[config.mk]
export PLATFORM = sky130hd
export DESIGN_NAME = id_ex_hazard_stage_flat
export DESIGN_NICKNAME = d
export VERILOG_FILES = /design/src/rtl/id_ex_hazard_stage_if.sv /design/src/rtl/id_ex_hazard_stage.sv /design/src/flat_wrapper.sv
export SDC_FILE = /design/constraint.sdc
export NUM_CORES = 1
export LEC_CHECK = 0
export ABC_AREA = 1
export BUFFER_PORTS_ARGS = -buffer_cell sky130_fd_sc_hd__buf_2
export CAP_MARGIN = 20
export CORE_MARGIN = 2
export CORE_UTILIZATION = 25
export CTS_CLUSTER_SIZE = 28
export DETAILED_ROUTE_END_ITERATION = 8
export SYNTH_ARGS = -nofsm -noshare
export SYNTH_HDL_FRONTEND = slang
export SYNTH_SLANG_ARGS = --single-unit
[constraint.sdc]
create_clock -name clk -period 2.1 [get_ports clk]
set_clock_uncertainty 0.2 [all_clocks]
set_input_delay 0.42 -clock clk [delete_from_list [all_inputs] [get_ports clk]]
set_output_delay 0.42 -clock clk [all_outputs]
set_load 0.005 [all_outputs]
[src/rtl/id_ex_hazard_stage_if.sv]
// ---------------------------------------------------------------------------
// id_ex_hazard_stage_if
//   Bundle of every signal exchanged between the ID/EX hazard stage and the
//   rest of the core (ID-stage decode fields, MEM-stage producer info, stall
//   and flush controls, registered ID_EX_* outputs and the bubble counter).
//   Clock and reset are not part of the bundle.
//
//   modport slave  : used by id_ex_hazard_stage (consumes ID fields, drives
//                    ID_EX_*, pc_write, IF_ID_write, bubble_cnt)
//   modport master : used by the surrounding core / testbench
// ---------------------------------------------------------------------------
interface id_ex_hazard_stage_if #(
    parameter int XLEN   = 32,
    parameter int CTRL_W = 9
);
    // Stage controls
    logic              mem_stall;
    logic              flush;
    // ID-stage instruction
    logic              IF_ID_valid;
    logic [XLEN-1:0]   IF_ID_pc;
    logic [4:0]        IF_ID_rs1;
    logic [4:0]        IF_ID_rs2;
    logic [4:0]        IF_ID_rd;
    logic              use_rs1;
    logic              use_rs2;
    logic              jalr;
    logic [CTRL_W-1:0] ctrl_in;
    logic [XLEN-1:0]   imm_in;
    logic [XLEN-1:0]   rs1_data_in;
    logic [XLEN-1:0]   rs2_data_in;
    // MEM-stage producer
    logic [4:0]        EX_MEM_rd;
    logic              EX_MEM_memread;
    // Hazard outputs
    logic              pc_write;
    logic              IF_ID_write;
    // Registered EX-stage fields
    logic              ID_EX_valid;
    logic [XLEN-1:0]   ID_EX_pc;
    logic [4:0]        ID_EX_rs1;
    logic [4:0]        ID_EX_rs2;
    logic [4:0]        ID_EX_rd;
    logic              ID_EX_regwrite;
    logic              ID_EX_memread;
    logic [CTRL_W-1:0] ID_EX_ctrl;
    logic [XLEN-1:0]   ID_EX_imm;
    logic [XLEN-1:0]   ID_EX_rs1_data;
    logic [XLEN-1:0]   ID_EX_rs2_data;
    logic [31:0]       bubble_cnt;

    modport slave (
        input  mem_stall, flush, IF_ID_valid, IF_ID_pc, IF_ID_rs1, IF_ID_rs2,
               IF_ID_rd, use_rs1, use_rs2, jalr, ctrl_in, imm_in,
               rs1_data_in, rs2_data_in, EX_MEM_rd, EX_MEM_memread,
        output pc_write, IF_ID_write, ID_EX_valid, ID_EX_pc, ID_EX_rs1,
               ID_EX_rs2, ID_EX_rd, ID_EX_regwrite, ID_EX_memread,
               ID_EX_ctrl, ID_EX_imm, ID_EX_rs1_data, ID_EX_rs2_data,
               bubble_cnt
    );

    modport master (
        output mem_stall, flush, IF_ID_valid, IF_ID_pc, IF_ID_rs1, IF_ID_rs2,
               IF_ID_rd, use_rs1, use_rs2, jalr, ctrl_in, imm_in,
               rs1_data_in, rs2_data_in, EX_MEM_rd, EX_MEM_memread,
        input  pc_write, IF_ID_write, ID_EX_valid, ID_EX_pc, ID_EX_rs1,
               ID_EX_rs2, ID_EX_rd, ID_EX_regwrite, ID_EX_memread,
               ID_EX_ctrl, ID_EX_imm, ID_EX_rs1_data, ID_EX_rs2_data,
               bubble_cnt
    );
endinterface

[src/rtl/id_ex_hazard_stage.sv]
// ---------------------------------------------------------------------------
// id_ex_hazard_stage
//   ID/EX pipeline register with load-use and jalr hazard detection for a
//   5-stage RV32I core. Captures the decoded ID instruction every cycle,
//   inserts a bubble when forwarding cannot resolve a dependency, holds on a
//   cache stall and squashes on a flush.
//
//   Ports:
//     clk    : core clock, rising edge
//     rst_n  : asynchronous active-low reset
//     bus    : id_ex_hazard_stage_if.slave (ID fields in, ID_EX_* out,
//              pc_write / IF_ID_write, bubble_cnt)
//
//   Optional feature macro: HAZARD_BUBBLE_CNT_EN
//     defined   : bubble_cnt counts hazard bubbles (wraps at 2^32)
//     undefined : bubble_cnt is tied to 0
//
//   XLEN / CTRL_W must match the parameters of the connected interface.
//   ctrl bundle: [0] regwrite, [1] memread, [2] memwrite, [3] memtoreg,
//                [4] alusrc, [8:5] aluop
// ---------------------------------------------------------------------------
module id_ex_hazard_stage #(
    parameter int XLEN   = 32,
    parameter int CTRL_W = 9
) (
    input  logic                  clk,
    input  logic                  rst_n,
    id_ex_hazard_stage_if.slave   bus
);

    logic              r_valid;
    logic [XLEN-1:0]   r_pc;
    logic [4:0]        r_rs1;
    logic [4:0]        r_rs2;
    logic [4:0]        r_rd;
    logic [CTRL_W-1:0] r_ctrl;
    logic [XLEN-1:0]   r_imm;
    logic [XLEN-1:0]   r_rs1_data;
    logic [XLEN-1:0]   r_rs2_data;

    logic w_ex_regwrite;
    logic w_ex_memread;
    logic w_load_use;
    logic w_jalr_ex;
    logic w_jalr_ld;
    logic w_hazard;
    logic w_bubble;
    logic w_hazard_take;

    assign w_ex_regwrite = r_ctrl[0];
    assign w_ex_memread  = r_ctrl[1];

    // Hazard terms. A producer writing x0 never creates a dependency.
    assign w_load_use = r_valid & w_ex_memread & (r_rd != 5'd0) &
                        ((bus.use_rs1 & (r_rd == bus.IF_ID_rs1)) |
                         (bus.use_rs2 & (r_rd == bus.IF_ID_rs2)));

    // jalr reads rs1 in ID, so even an ALU result one stage ahead is too late.
    assign w_jalr_ex  = bus.jalr & r_valid & w_ex_regwrite & (r_rd != 5'd0) &
                        (r_rd == bus.IF_ID_rs1);

    // A load in MEM has no data until the end of MEM: a second jalr bubble.
    assign w_jalr_ld  = bus.jalr & bus.EX_MEM_memread & (bus.EX_MEM_rd != 5'd0) &
                        (bus.EX_MEM_rd == bus.IF_ID_rs1);

    assign w_hazard   = bus.IF_ID_valid & ~bus.flush &
                        (w_load_use | w_jalr_ex | w_jalr_ld);

    assign w_bubble      = bus.flush | w_hazard;
    assign w_hazard_take = ~bus.mem_stall & w_hazard;

    // Front-end handshake: pc_write / IF_ID_write are "ready" signals for the
    // IF side. When 1, the instruction in ID is consumed at this edge (loaded
    // into EX or squashed by flush) and PC / IF/ID may advance. When 0
    // (mem_stall or an unresolved hazard) the front end must hold its state.
    assign bus.pc_write    = ~bus.mem_stall & ~w_hazard;
    assign bus.IF_ID_write = ~bus.mem_stall & ~w_hazard;

    always_ff @(posedge clk or negedge rst_n) begin
        if (!rst_n) begin
            r_valid    <= 1'b0;
            r_pc       <= '0;
            r_rs1      <= '0;
            r_rs2      <= '0;
            r_rd       <= '0;
            r_ctrl     <= '0;
            r_imm      <= '0;
            r_rs1_data <= '0;
            r_rs2_data <= '0;
        end else if (!bus.mem_stall) begin
            // pc/imm/data are don't-care in a bubble, so load them always.
            r_pc       <= bus.IF_ID_pc;
            r_imm      <= bus.imm_in;
            r_rs1_data <= bus.rs1_data_in;
            r_rs2_data <= bus.rs2_data_in;
            if (w_bubble) begin
                r_valid <= 1'b0;
                r_ctrl  <= '0;
                r_rd    <= '0;
                r_rs1   <= '0;
                r_rs2   <= '0;
            end else begin
                r_valid <= bus.IF_ID_valid;
                r_ctrl  <= bus.ctrl_in;
                r_rd    <= bus.IF_ID_rd;
                r_rs1   <= bus.IF_ID_rs1;
                r_rs2   <= bus.IF_ID_rs2;
            end
        end
    end

`ifdef HAZARD_BUBBLE_CNT_EN
    logic [31:0] r_bubble_cnt;

    // Counts only hazard bubbles; flush squashes and stall holds are excluded.
    always_ff @(posedge clk or negedge rst_n) begin
        if (!rst_n) begin
            r_bubble_cnt <= '0;
        end else if (w_hazard_take) begin
            r_bubble_cnt <= r_bubble_cnt + 32'd1;
        end
    end

    assign bus.bubble_cnt = r_bubble_cnt;
`else
    assign bus.bubble_cnt = 32'd0;
`endif

    assign bus.ID_EX_valid    = r_valid;
    assign bus.ID_EX_pc       = r_pc;
    assign bus.ID_EX_rs1      = r_rs1;
    assign bus.ID_EX_rs2      = r_rs2;
    assign bus.ID_EX_rd       = r_rd;
    assign bus.ID_EX_regwrite = w_ex_regwrite;
    assign bus.ID_EX_memread  = w_ex_memread;
    assign bus.ID_EX_ctrl     = r_ctrl;
    assign bus.ID_EX_imm      = r_imm;
    assign bus.ID_EX_rs1_data = r_rs1_data;
    assign bus.ID_EX_rs2_data = r_rs2_data;

`ifndef HAZARD_BUBBLE_CNT_EN
    logic w_unused;
    assign w_unused = w_hazard_take;
`endif

endmodule

[src/flat_wrapper.sv]
// flat-port wrapper written by rule: the top's interface ports become plain ports
module id_ex_hazard_stage_flat 
#(
    parameter int XLEN   = 32,
    parameter int CTRL_W = 9
)
  (clk, rst_n, bus_mem_stall, bus_flush, bus_IF_ID_valid, bus_IF_ID_pc, bus_IF_ID_rs1, bus_IF_ID_rs2, bus_IF_ID_rd, bus_use_rs1, bus_use_rs2, bus_jalr, bus_ctrl_in, bus_imm_in, bus_rs1_data_in, bus_rs2_data_in, bus_EX_MEM_rd, bus_EX_MEM_memread, bus_pc_write, bus_IF_ID_write, bus_ID_EX_valid, bus_ID_EX_pc, bus_ID_EX_rs1, bus_ID_EX_rs2, bus_ID_EX_rd, bus_ID_EX_regwrite, bus_ID_EX_memread, bus_ID_EX_ctrl, bus_ID_EX_imm, bus_ID_EX_rs1_data, bus_ID_EX_rs2_data, bus_bubble_cnt);
  id_ex_hazard_stage_if #(.XLEN(XLEN), .CTRL_W(CTRL_W)) bus_i ();
  input  logic clk;
  input  logic rst_n;
  input wire logic [$bits(bus_i.mem_stall)-1:0] bus_mem_stall;
  input wire logic [$bits(bus_i.flush)-1:0] bus_flush;
  input wire logic [$bits(bus_i.IF_ID_valid)-1:0] bus_IF_ID_valid;
  input wire logic [$bits(bus_i.IF_ID_pc)-1:0] bus_IF_ID_pc;
  input wire logic [$bits(bus_i.IF_ID_rs1)-1:0] bus_IF_ID_rs1;
  input wire logic [$bits(bus_i.IF_ID_rs2)-1:0] bus_IF_ID_rs2;
  input wire logic [$bits(bus_i.IF_ID_rd)-1:0] bus_IF_ID_rd;
  input wire logic [$bits(bus_i.use_rs1)-1:0] bus_use_rs1;
  input wire logic [$bits(bus_i.use_rs2)-1:0] bus_use_rs2;
  input wire logic [$bits(bus_i.jalr)-1:0] bus_jalr;
  input wire logic [$bits(bus_i.ctrl_in)-1:0] bus_ctrl_in;
  input wire logic [$bits(bus_i.imm_in)-1:0] bus_imm_in;
  input wire logic [$bits(bus_i.rs1_data_in)-1:0] bus_rs1_data_in;
  input wire logic [$bits(bus_i.rs2_data_in)-1:0] bus_rs2_data_in;
  input wire logic [$bits(bus_i.EX_MEM_rd)-1:0] bus_EX_MEM_rd;
  input wire logic [$bits(bus_i.EX_MEM_memread)-1:0] bus_EX_MEM_memread;
  output wire logic [$bits(bus_i.pc_write)-1:0] bus_pc_write;
  output wire logic [$bits(bus_i.IF_ID_write)-1:0] bus_IF_ID_write;
  output wire logic [$bits(bus_i.ID_EX_valid)-1:0] bus_ID_EX_valid;
  output wire logic [$bits(bus_i.ID_EX_pc)-1:0] bus_ID_EX_pc;
  output wire logic [$bits(bus_i.ID_EX_rs1)-1:0] bus_ID_EX_rs1;
  output wire logic [$bits(bus_i.ID_EX_rs2)-1:0] bus_ID_EX_rs2;
  output wire logic [$bits(bus_i.ID_EX_rd)-1:0] bus_ID_EX_rd;
  output wire logic [$bits(bus_i.ID_EX_regwrite)-1:0] bus_ID_EX_regwrite;
  output wire logic [$bits(bus_i.ID_EX_memread)-1:0] bus_ID_EX_memread;
  output wire logic [$bits(bus_i.ID_EX_ctrl)-1:0] bus_ID_EX_ctrl;
  output wire logic [$bits(bus_i.ID_EX_imm)-1:0] bus_ID_EX_imm;
  output wire logic [$bits(bus_i.ID_EX_rs1_data)-1:0] bus_ID_EX_rs1_data;
  output wire logic [$bits(bus_i.ID_EX_rs2_data)-1:0] bus_ID_EX_rs2_data;
  output wire logic [$bits(bus_i.bubble_cnt)-1:0] bus_bubble_cnt;
  assign bus_i.mem_stall = bus_mem_stall;
  assign bus_i.flush = bus_flush;
  assign bus_i.IF_ID_valid = bus_IF_ID_valid;
  assign bus_i.IF_ID_pc = bus_IF_ID_pc;
  assign bus_i.IF_ID_rs1 = bus_IF_ID_rs1;
  assign bus_i.IF_ID_rs2 = bus_IF_ID_rs2;
  assign bus_i.IF_ID_rd = bus_IF_ID_rd;
  assign bus_i.use_rs1 = bus_use_rs1;
  assign bus_i.use_rs2 = bus_use_rs2;
  assign bus_i.jalr = bus_jalr;
  assign bus_i.ctrl_in = bus_ctrl_in;
  assign bus_i.imm_in = bus_imm_in;
  assign bus_i.rs1_data_in = bus_rs1_data_in;
  assign bus_i.rs2_data_in = bus_rs2_data_in;
  assign bus_i.EX_MEM_rd = bus_EX_MEM_rd;
  assign bus_i.EX_MEM_memread = bus_EX_MEM_memread;
  assign bus_pc_write = bus_i.pc_write;
  assign bus_IF_ID_write = bus_i.IF_ID_write;
  assign bus_ID_EX_valid = bus_i.ID_EX_valid;
  assign bus_ID_EX_pc = bus_i.ID_EX_pc;
  assign bus_ID_EX_rs1 = bus_i.ID_EX_rs1;
  assign bus_ID_EX_rs2 = bus_i.ID_EX_rs2;
  assign bus_ID_EX_rd = bus_i.ID_EX_rd;
  assign bus_ID_EX_regwrite = bus_i.ID_EX_regwrite;
  assign bus_ID_EX_memread = bus_i.ID_EX_memread;
  assign bus_ID_EX_ctrl = bus_i.ID_EX_ctrl;
  assign bus_ID_EX_imm = bus_i.ID_EX_imm;
  assign bus_ID_EX_rs1_data = bus_i.ID_EX_rs1_data;
  assign bus_ID_EX_rs2_data = bus_i.ID_EX_rs2_data;
  assign bus_bubble_cnt = bus_i.bubble_cnt;
  id_ex_hazard_stage #(.XLEN(XLEN), .CTRL_W(CTRL_W)) u_core (.clk(clk), .rst_n(rst_n), .bus(bus_i));
endmodule
; ---- Word level (Yosys, flattened, before mapping)
; Cells that the tools add are included.
[word_totals]
ff_bits = 153
input_bits = 166
[op_classes]
n_eq_ne = 3
n_mux = 5
bitwise_logic = 22
reduce_logical = 2
[op_table]
columns = cell, n
row1 = 1-bit bitwise AND, 15
row2 = 5-bit == test, 3
row3 = 5-bit 2-to-1 mux, 3
row4 = 5-bit nonzero test, 2
row5 = 9-bit 2-to-1 mux, 1
row6 = 1-bit OR, 4
row7 = 1-bit NOT, 3
row8 = 1-bit 2-to-1 mux, 1

; ---- Depth between registers and ports, before layout
; Gate-level depths: netlist of the first run.
[logic_depth]
ltp_word = 9
ltp_mapped = 13

; ---- Worst setup path before layout of the first run
; OpenSTA, ideal clock, no wires.
[synth_timing]
kind = input-to-output
startpoint = in bus_IF_ID_rs1[1]
endpoint = out bus_pc_write
t_arrival_ns = 1.214
setup_slack_ns = 0.266
stages = 8
path_cell_list = inv_1 or2_1 nand3_1 nor2_1 nand2_1 nand2_2 a21oi_1 buf_4
[synth_via]
elab_chain_len = 9
word_cells_on_any_way = 12
[synth_lines]
columns = element, line_no
row1 = start: declaration, flat_wrapper.sv:15  ; input wire logic [$bits(bus_i.IF_ID_rs1)-1:0] bus_IF_ID_rs1;
row2 = 5-bit == test, "id_ex_hazard_stage.sv:55, id_ex_hazard_stage.sv:60"
row3 = 1-bit bitwise AND, id_ex_hazard_stage.sv:55  ; ((bus.use_rs1 & (r_rd == bus.IF_ID_rs1)) |
row4 = 1-bit OR, id_ex_hazard_stage.sv:55
row5 = 1-bit bitwise AND, id_ex_hazard_stage.sv:54  ; assign w_load_use = r_valid & w_ex_memread & (r_rd != 5'd0) &
row6 = 1-bit OR, id_ex_hazard_stage.sv:67  ; (w_load_use | w_jalr_ex | w_jalr_ld);
row7 = 1-bit OR (*), id_ex_hazard_stage.sv:67
row8 = 1-bit bitwise AND (*), id_ex_hazard_stage.sv:66  ; assign w_hazard = bus.IF_ID_valid & ~bus.flush &
row9 = 1-bit NOT (*), n/a
row10 = 1-bit bitwise AND (*), n/a
row11 = end: declaration, flat_wrapper.sv:27  ; output wire logic [$bits(bus_i.pc_write)-1:0] bus_pc_write;
; Mark *: on every way between the ends. The rest lies on a longest branch, timed or not.

; ---- Worst setup path after layout of the first run
[layout_timing]
startpoint = reg u_core.r_rd[3], in the netlist u_core.bus.ID_EX_rd[3]
endpoint = out bus_IF_ID_write
[layout_via]
elab_chain_len = 9
word_cells_on_any_way = 15
[layout_lines]
columns = element, line_no
row1 = start: declaration, id_ex_hazard_stage.sv:35  ; logic [4:0] r_rd;
row2 = start signal: assignment, id_ex_hazard_stage.sv:105  ; r_rd <= bus.IF_ID_rd;
row3 = 5-bit == test (on tied branches), "id_ex_hazard_stage.sv:55, id_ex_hazard_stage.sv:60, id_ex_hazard_stage.sv:56"
row4 = 1-bit bitwise AND (on tied branches), "id_ex_hazard_stage.sv:55, id_ex_hazard_stage.sv:56"
row5 = 1-bit OR, id_ex_hazard_stage.sv:55
row6 = 1-bit bitwise AND, id_ex_hazard_stage.sv:54
row7 = 1-bit OR (*) (2 in series), id_ex_hazard_stage.sv:67
row8 = 1-bit bitwise AND (*), id_ex_hazard_stage.sv:66
row9 = 1-bit NOT (*), id_ex_hazard_stage.sv:77  ; assign bus.IF_ID_write = ~bus.mem_stall & ~w_hazard;
row10 = 1-bit bitwise AND (*), id_ex_hazard_stage.sv:77
row11 = end: declaration, flat_wrapper.sv:28  ; output wire logic [$bits(bus_i.IF_ID_write)-1:0] bus_IF_ID_write;
; Marked as above.

==> results of run 1 <==
-- worst max-delay path by stage --
stage,start,endpoint,cells after the start
after floorplan,bus_IF_ID_rs1[1],bus_pc_write,8
after global placement,bus_IF_ID_rs1[3],bus_IF_ID_write,12
after detailed placement,bus_IF_ID_rs1[3],bus_IF_ID_write,12
after CTS,u_core.bus.ID_EX_rd[3],bus_IF_ID_write,11
after global routing,u_core.bus.ID_EX_rd[2],bus_IF_ID_write,10
final,u_core.bus.ID_EX_rd[3],bus_IF_ID_write,11
-- per-layer routing --
layer	vias to the layer above	part of all wire	track usage
met5	-	0	0
met2	259	0.49	0.262
met1	2996	0.40	0.177
met3	56	0.074	0.0479
li1	3222	-	-
met4	0	0.038	0.0749
-- worst register-to-register path, delay by kind of cell (launching register included) --
| family | cells | cell delay, ps |
|---|---|---|
| buffers and inverters | 2 | 190 |
| DFF | 1 | 450 |
| and+or+nand+nor | 11 | 920 |
-- through the flow --
| stage | instances | worst slack (ps) |
|---|---|---|
| after floorplan | 840 | 266 |
| after global placement | 1434 | 99.7 |
| after detailed placement | 1434 | 79.8 |
| after CTS | 1587 | -209 |
| after global routing | 1590 | -285 |
| final | 1590 | -153 |
-- state kept, by name (all words and copies together), names as in the netlist --
register                   cells
u_core.bus.ID_EX_valid         1
u_core.bus.ID_EX_rs1           5
u_core.bus.ID_EX_pc           32
u_core.bus.ID_EX_rs1_data     32
u_core.bus.ID_EX_rd            5
u_core.bus.ID_EX_imm          32
u_core.bus.ID_EX_rs2           5
u_core.bus.ID_EX_rs2_data     32
u_core.bus.ID_EX_ctrl          9
-- final cells by class --
class,instances,area [µm²]
antenna,1,2.50
clock buffer,19,433
clock inverter,12,141
fill,2634,15600
inverter,33,126
multi-input combinational,581,2320
sequential,153,3830
tap,335,419
timing repair buffer,456,3000
-- Yosys cell counts --
cell type    n
inv_2        3
nand4_1      1
nand2_1    475
or2_1        1
nand2_2      1
nor2_1      33
a21oi_1      2
buf_1        2
conb_1       1
nand3_2     10
nor3_1       1
o211ai_1     1
buf_6        2
buf_4       35
dfrtp_1    153
xor2_1       1
buf_2        9
nand3_1     21
nand2_4      1
a21boi_0     1
clkbuf_1    25
inv_1       30
-- what timing repair did --
| action | CTS | global route |
|---|---|---|
| setup endpoints to repair | 2 | 2 |
| pin swaps | 4 | 1 |
| hold buffers | 119 | 0 |
| resized for setup | 6 | 7 |
| setup buffers | 3 | 2 |
| endpoints found under the hold margin | 155 | 0 |
-- logic make-up (layout without fill, tap and decap cells) --
family	count (synthesis)	after routing
AO/OA/AOI/OAI	4	4
XOR/XNOR	1	1
buffers and inverters	106	520
flip-flops	153	153
other	1	33
AND/OR/NAND/NOR	544	544
-- power by group --
group	internal (mW)	switching (mW)
Sequential	3.20	0.152
Combinational	0.607	0.626
Clock	1.76	1.27
==> results.cfg, run 1 <==
[outcome]
status = finished, violations left
violations = setup timing

[setup_path]
crit_arrival_ps = 1630
cp.required_ps = 1480
max_stage_delay_ps = 450
r2r-start = u_core.bus.ID_EX_rd[3]
crit_slowest_cell = dfrtp_2
r2r_end = u_core.bus.ID_EX_rs1[4]
crit_buf_inv = 2
reg2regPathDepth = 13
worst_setup_path_start_kind = register
crit_fanout = 6
worstSetupPathType = register to primary output
critPathCaptureType = primary output
reg2reg_setup_slack_ps = 230
path_cells = inv_2 -> nand2_1 -> nand2_1 -> nand2_1 -> nor2_2 -> nand2_1 -> nand2_1 -> nand2_1 -> nand2_2 -> a21oi_2 -> buf_2
cpMostUsedCell = nand2_1
cp_top_family = simple AND/OR/NAND/NOR gates

[drt]
drtIter0Drc = 295
drc = 0
wirelength_um = 21600
ant_nets = 0
vias = 6533
vias_per_cell = 4.11
firstDrtPassIters = 4
wl_per_cell_um = 13.6

[floorplan]
ios = 355
die_w_um = 166
die_y_um = 166
core_area_mm2 = 0.0259
row_count = 59
dieArea_mm2 = 0.0276
initial_utilization = 0.254

[sta]
hold_ws_ps = 25.0
max_freq_mhz = 444
hold_violations = 0
finalSetupViolCount = 2
fin_ws_ps = -153
post-route-period-util = 1.07
finalSetupTns_ps = -298
fin_crit_ps = 2250
grt_setup_unrepaired = yes
drv_slew = 0

[place]
portBuffers = 322
gp_congestion = 0.877
dpl_cell_area_mm2 = 0.00845
dp_hpwl_um = 14600

[grt]
grt_pass1_wl_um = 34400
antenna_found_initial = 1
grt_pass1_vias = 6610
track_usage = 0.154
grt_overflow = 0
grt_max_degree = 85

[clock_network]
cts_tree = built
h-tree-depth = 4
cts_sinks = 153
clockRootBuffer = clkbuf_16
clk_latency_ps = 410
cts_buffer_depth = 2
clkSlewWorstSetupHoldPaths_ps = 60
cts_made_buffers = 17

[cells_and_area]
area_growth_pct = 56.4
drive_gt1_frac = 0.314
layout_common_cells = nand2_1 (474), buf_2 (320), dfrtp_1 (148), dlygate4sd3_1 (119), conb_1 (32)
fin_nets = 1408
layout_commonest_cell = nand2_1
post-route-util = 0.396
fin_area_mm2 = 0.0103

[hold_path]
worstHoldStart = bus_rs1_data_in[16]
hold_path_class = primary input to register
hold_path_depth = 3
whs_endpoint = u_core.bus.ID_EX_rs1_data[16]

[logic_synthesis]
yosysSeqAreaShare = 0.583
synth_fa_ha_area_frac = 0
synth_top_area_cell = dfrtp_1
synth_top_family_by_area = simple AND/OR/NAND/NOR gates
synth_cell_types = 22
synth_compound_area_frac = 0.00381
synthCells = 809
synthXorXnorAreaFrac = 0.00133
syn_area_mm2 = 0.00657
yosysTopAreaCellShare = 0.583
syn_area_per_cell_um2 = 8.12
ys_warn_count = 0
ys_ff_latch = 153
yosys.area_share.simple = 0.327
synthMuxAreaShare = 0
synthTopCellsByArea = dfrtp_1 (58%), nand2_1 (27%), buf_4 (4.0%), nor2_1 (1.9%), inv_1 (1.7%)

[flow_run]
drv_cap = 0

[pwr]
p_leak_nw = 5.89
vdd.ir_drop.worst_mv = 0.347
cellPowerDensity_mw_per_mm2 = 742
p_total_mw = 7.62
No activity file was read; power rests on OpenSTA's default activity.
==> run 2, diff against run 1 <==
Settings changed: ABC_AREA 1 to not set.
==> results.cfg, run 2 <==
[grt]
grt_overflow = 0
grt_pass1_vias = 4889
grt_pass1_wl_um = 25900
antenna_found_initial = 0
track_usage = 0.125
grt_max_degree = 48

[place]
gp_congestion = 0.772
dpl_cell_area_mm2 = 0.00840
portBuffers = 322
dp_hpwl_um = 12700

[logic_synthesis]
syn_area_per_cell_um2 = 14.0
yosysTopAreaCellShare = 0.603
synth_fa_ha_area_frac = 0
ys_ff_latch = 153
yosys.area_share.simple = 0.0260
syn_area_mm2 = 0.00635
yosysMostFrequentCell = dfrtp_1
synth_edf_count = 0
yosysSeqAreaShare = 0.603
synth_top_area_cell = dfrtp_1
synth_compound_area_frac = 0.0605
synth_top_family_by_area = multiplexers
synthTopCellsByArea = dfrtp_1 (60%), mux2_2 (23%), buf_4 (4.1%), a32oi_1 (3.3%), o21ai_1 (1.9%)
synthCells = 452
async_flop_share = 1.00
synthMuxAreaShare = 0.227
ys.flop_type = dfrtp_1
synth_cell_types = 28
synthXorXnorAreaFrac = 0.0193
ys_warn_count = 0
synthTopCellsByCount = dfrtp_1 (153), mux2_2 (128), buf_4 (35)

[floorplan]
initial_utilization = 0.254
row_count = 58
dieArea_mm2 = 0.0267
die_w_um = 163
ios = 355
core_area_mm2 = 0.0250
die_y_um = 163

[clock_network]
cts_setup_buffers = 0
clkSlewWorstSetupHoldPaths_ps = 70
clockRootBuffer = clkbuf_16
cts_buffer_depth = 2
h-tree-depth = 4
cts_sinks = 153
cts_tree = built
cts_made_buffers = 17
clk_latency_ps = 410

[cells_and_area]
diodes = 0
drive_gt1_frac = 0.635
layout_common_cells = buf_2 (320), dfrtp_1 (153), mux2_2 (128), conb_1 (32), nand2_1 (25)
fin_area_mm2 = 0.00908
fillCellCount = 2481
multi_input_area_mm2 = 0.00226
area_growth_pct = 43.1
layout_commonest_cell = buf_2
seq_area_mm2 = 0.00383
fin_nets = 963

[sta]
finalSetupViolCount = 2
drv_slew = 0
post-route-period-util = 1.18
hold_ws_ps = 29.9
hold_violations = 0
relSlewSlack = 0.669
max_freq_mhz = 404
fin_ws_ps = -373
fin_crit_ps = 2470
grt_setup_unrepaired = yes
worstMarginPinSlew_ps = 492

[setup_path]
worstSetupPathType = register to primary output
r2r-start = u_core.bus.ID_EX_rd[4]
crit_arrival_ps = 1850
worstSetupStartpoint = u_core.bus.ID_EX_rd[4]
worst_setup_path_start_kind = register
critPathCaptureType = primary output
crit_fanout = 2
cp.required_ps = 1480

[drt]
vias_per_cell = 4.27
ant_nets = 0
wirelength_um = 17000
drtIter0Drc = 271
wl_per_cell_um = 14.9
vias = 4862
drc = 0
firstDrtPassIters = 4

[outcome]
violations = setup timing
status = finished, violations left

[pwr]
vdd.ir_drop.worst_mv = 0.440
cellPowerDensity_mw_per_mm2 = 858
p_leak_nw = 4.37

[hold_path]
worstHoldStart = bus_imm_in[4]
hold_path_class = primary input to register

[flow_run]
drv_cap = 0
==> run 2: worst paths after layout <==
path,cells after the start,slack (ps),end
max reg2reg,7,140,u_core.bus.ID_EX_rs1[2]
min in group asynchronous,2,310,u_core.bus.ID_EX_imm[19]
min,2,30,u_core.bus.ID_EX_imm[4]
max in group asynchronous,3,740,u_core.bus.ID_EX_rs2_data[25]
min reg2reg,2,290,u_core.bus.ID_EX_ctrl[4]
max,4,-370,bus_IF_ID_write
==> run 2: cells by family after synthesis <==
group	count (synthesis)
flops	153
xor+xnor	14
simple gates	37
buf+inv	64
other cells	1
compound gates	55
mux	128
==> run 2: repair_timing <==
action / 4_1_cts / 5_1_grt
pin swaps: 3 / 1
resized for setup: 0 / 2
endpoints found under the hold margin: 37 / 5
hold buffers: 1 / 5
endpoints found under the setup margin: 2 / 2
==> run 2: layout make-up <==
type	count	share of cell area
sequential	153	0.422
multi-input combinational	266	0.249
timing repair buffer	356	0.216
clock buffer	17	0.0469
tap	330	0.0455
clock inverter	14	0.0207
inverter	3	0.00124
==> run 2: worst max-delay path, cell delays in order, from the launching register on <==
cell and delay, ps:
dfrtp_1 370, or4_1 510, o22a_2 260, a21oi_4 160, buf_2 140
==> run 2: report_power, final <==
group	total, mW	internal, mW	switching, mW
registers	3.40	3.24	0.152
logic	1.15	0.644	0.507
clock network	3.24	1.90	1.34
==> run 2: layer usage <==
layer | share of wire | up-vias | track usage
met4 | 0.0096 | 0 | 0.0398
met2 | 0.48 | 275 | 0.207
li1 | - | 2243 | -
met5 | 0 | - | 0
met3 | 0.11 | 10 | 0.0510
met1 | 0.40 | 2334 | 0.149
==> run 2: metrics by stage <==
step                      setup WS (ps)  total power [mW]  setup TNS [ps]  cells  utilization
after floorplan                    -155              3.96            -200    483            -
after global placement             -240              4.59           -1920   1102        0.335
after detailed placement           -251              4.61           -2590   1102        0.335
after CTS                          -438              7.93            -870   1134        0.360
after global routing               -506              8.24           -1010   1139        0.363
final                              -373              7.79            -741   1139        0.363
==> run 3, diff against run 2 <==
Settings changed: CORE_ASPECT_RATIO set to 0.75, PLACE_DENSITY_LB_ADDON set to 0.2.
==> results.cfg, run 3 (synthesized netlist as in run 2, its figures left out) <==
[outcome]
status = finished, violations left
violations = setup timing

[floorplan]
die_w_um = 188
ios = 355
core_area_mm2 = 0.0250
die_y_um = 142
row_count = 50
dieArea_mm2 = 0.0267
initial_utilization = 0.254

[drt]
drtIter0Drc = 122
wirelength_um = 18400
drc = 0
vias = 5011
firstDrtPassIters = 4
wl_per_cell_um = 15.4
ant_nets = 0
vias_per_cell = 4.20

[sta]
post-route-period-util = 1.20
drv_slew = 0
relSlewSlack = 0.670
finalSetupTns_ps = -831
fin_crit_ps = 2520
max_freq_mhz = 397
fin_ws_ps = -416
grt_setup_unrepaired = yes
hold_violations = 0
finalSetupViolCount = 2
worstMarginPinSlew_ps = 490

[pwr]
vdd.ir_drop.worst_mv = 0.493
cellPowerDensity_mw_per_mm2 = 826
p_leak_nw = 4.60
p_total_mw = 7.94

[clock_network]
clkSlewWorstSetupHoldPaths_ps = 70
cts_sinks = 153
cts_buffer_depth = 2
cts_tree = built
cts_made_buffers = 17
h-tree-depth = 4
clockRootBuffer = clkbuf_16
clk_latency_ps = 430

[grt]
grt_max_degree = 54
grt_overflow = 0
track_usage = 0.137
antenna_found_initial = 2
grt_pass1_vias = 5137
grt_pass1_wl_um = 28300

[setup_path]
crit_slowest_cell = or4_1
max_stage_delay_ps = 510
crit_buf_inv = 1
worstSetupPathType = register to primary output
cp.required_ps = 1480
cp_top_family = simple AND/OR/NAND/NOR gates
worst_setup_path_start_kind = register
critPathCaptureType = primary output
reg2reg_setup_slack_ps = 60
crit_arrival_ps = 1900
path_cells = or4_1 -> o22a_2 -> a21oi_4 -> buf_2
crit_fanout = 3

[place]
gp_congestion = 0.773
dp_hpwl_um = 13200
portBuffers = 322
place_ws_ps = -191

[cells_and_area]
fin_nets = 1007
post-route-util = 0.385
drive_gt1_frac = 0.612
area_growth_pct = 51.6
layout_common_cells = buf_2 (320), dfrtp_1 (153), mux2_2 (128), dlygate4sd3_1 (44), conb_1 (32)
layout_commonest_cell = buf_2
fillCellCount = 2448

[flow_run]
drv_cap = 0

[hold_path]
hold_path_class = primary input to register
==> run 3: layer usage <==
metal | vias up | wire length, µm | part of all wire | track usage
li1 | 2329 | - | - | -
met1 | 2440 | 8120 | 0.44 | 0.177
met2 | 225 | 8160 | 0.44 | 0.202
met3 | 17 | 1860 | 0.10 | 0.0643
met4 | 0 | 279 | 0.015 | 0.0464
met5 | - | 0 | 0 | 0
==> run 3: final cells by class <==
type | instances | area (µm²) | share of cell area
tap | 338 | 423 | 0.0440
multi-input combinational | 266 | 2290 | 0.238
timing repair buffer | 400 | 2440 | 0.253
antenna | 2 | 5.00 | 0.000520
clock inverter | 14 | 196 | 0.0204
sequential | 153 | 3830 | 0.398
clock buffer | 18 | 429 | 0.0446
inverter | 3 | 11.3 | 0.00117
==> run 3: through the flow <==
stage | cells | area, µm² | hold slack (ps)
floorplan | 483 | 6490 | -75.6
global placement | 1112 | 8430 | 159
detailed placement | 1112 | 8430 | 157
CTS | 1189 | 9530 | 0.105
global route | 1193 | 9620 | 0.401
finish | 1194 | 9620 | 27.1
==> run 3: worst register-to-register path: stages (launching register included) <==
cell,delay [ps]
dfrtp_1,400
or4_1,510
o22a_2,290
buf_4,180
buf_8,150
o41ai_4,190
==> run 3: worst paths after layout <==
| kind | cells after the start | end | startpoint |
|---|---|---|---|
| worst max-delay path | 4 | bus_pc_write | u_core.bus.ID_EX_rd[3] |
| worst min-delay path | 2 | u_core.bus.ID_EX_pc[11] | bus_IF_ID_pc[11] |
| worst max register to register | 5 | u_core.bus.ID_EX_valid | u_core.bus.ID_EX_rd[3] |
| worst min register to register | 2 | u_core.bus.ID_EX_rs1[1] | u_core.bus.ID_EX_rs1[1] |
| max in group asynchronous | 3 | u_core.bus.ID_EX_rs2_data[3] | rst_n |
| min in group asynchronous | 2 | u_core.bus.ID_EX_rs1_data[11] | rst_n |
==> run 3: power breakdown <==
| group | internal, mW | switching (mW) | leakage (nW) |
|---|---|---|---|
| clock network | 2.00 | 1.30 | 0.297 |
| logic | 0.709 | 0.538 | 2.49 |
| registers | 3.24 | 0.151 | 1.81 |
| total | 5.95 | 1.99 | 4.60 |
==> run 3: repair_timing <==
item / 4_1_cts / 5_1_grt
gates cloned: 0 / 1
buffers inserted: 3 / 1
pin swaps: 2 / 3
hold buffers: 42 / 2
setup endpoints to repair: 2 / 27
gates resized for setup: 4 / 8
endpoints found under the hold margin: 74 / 2
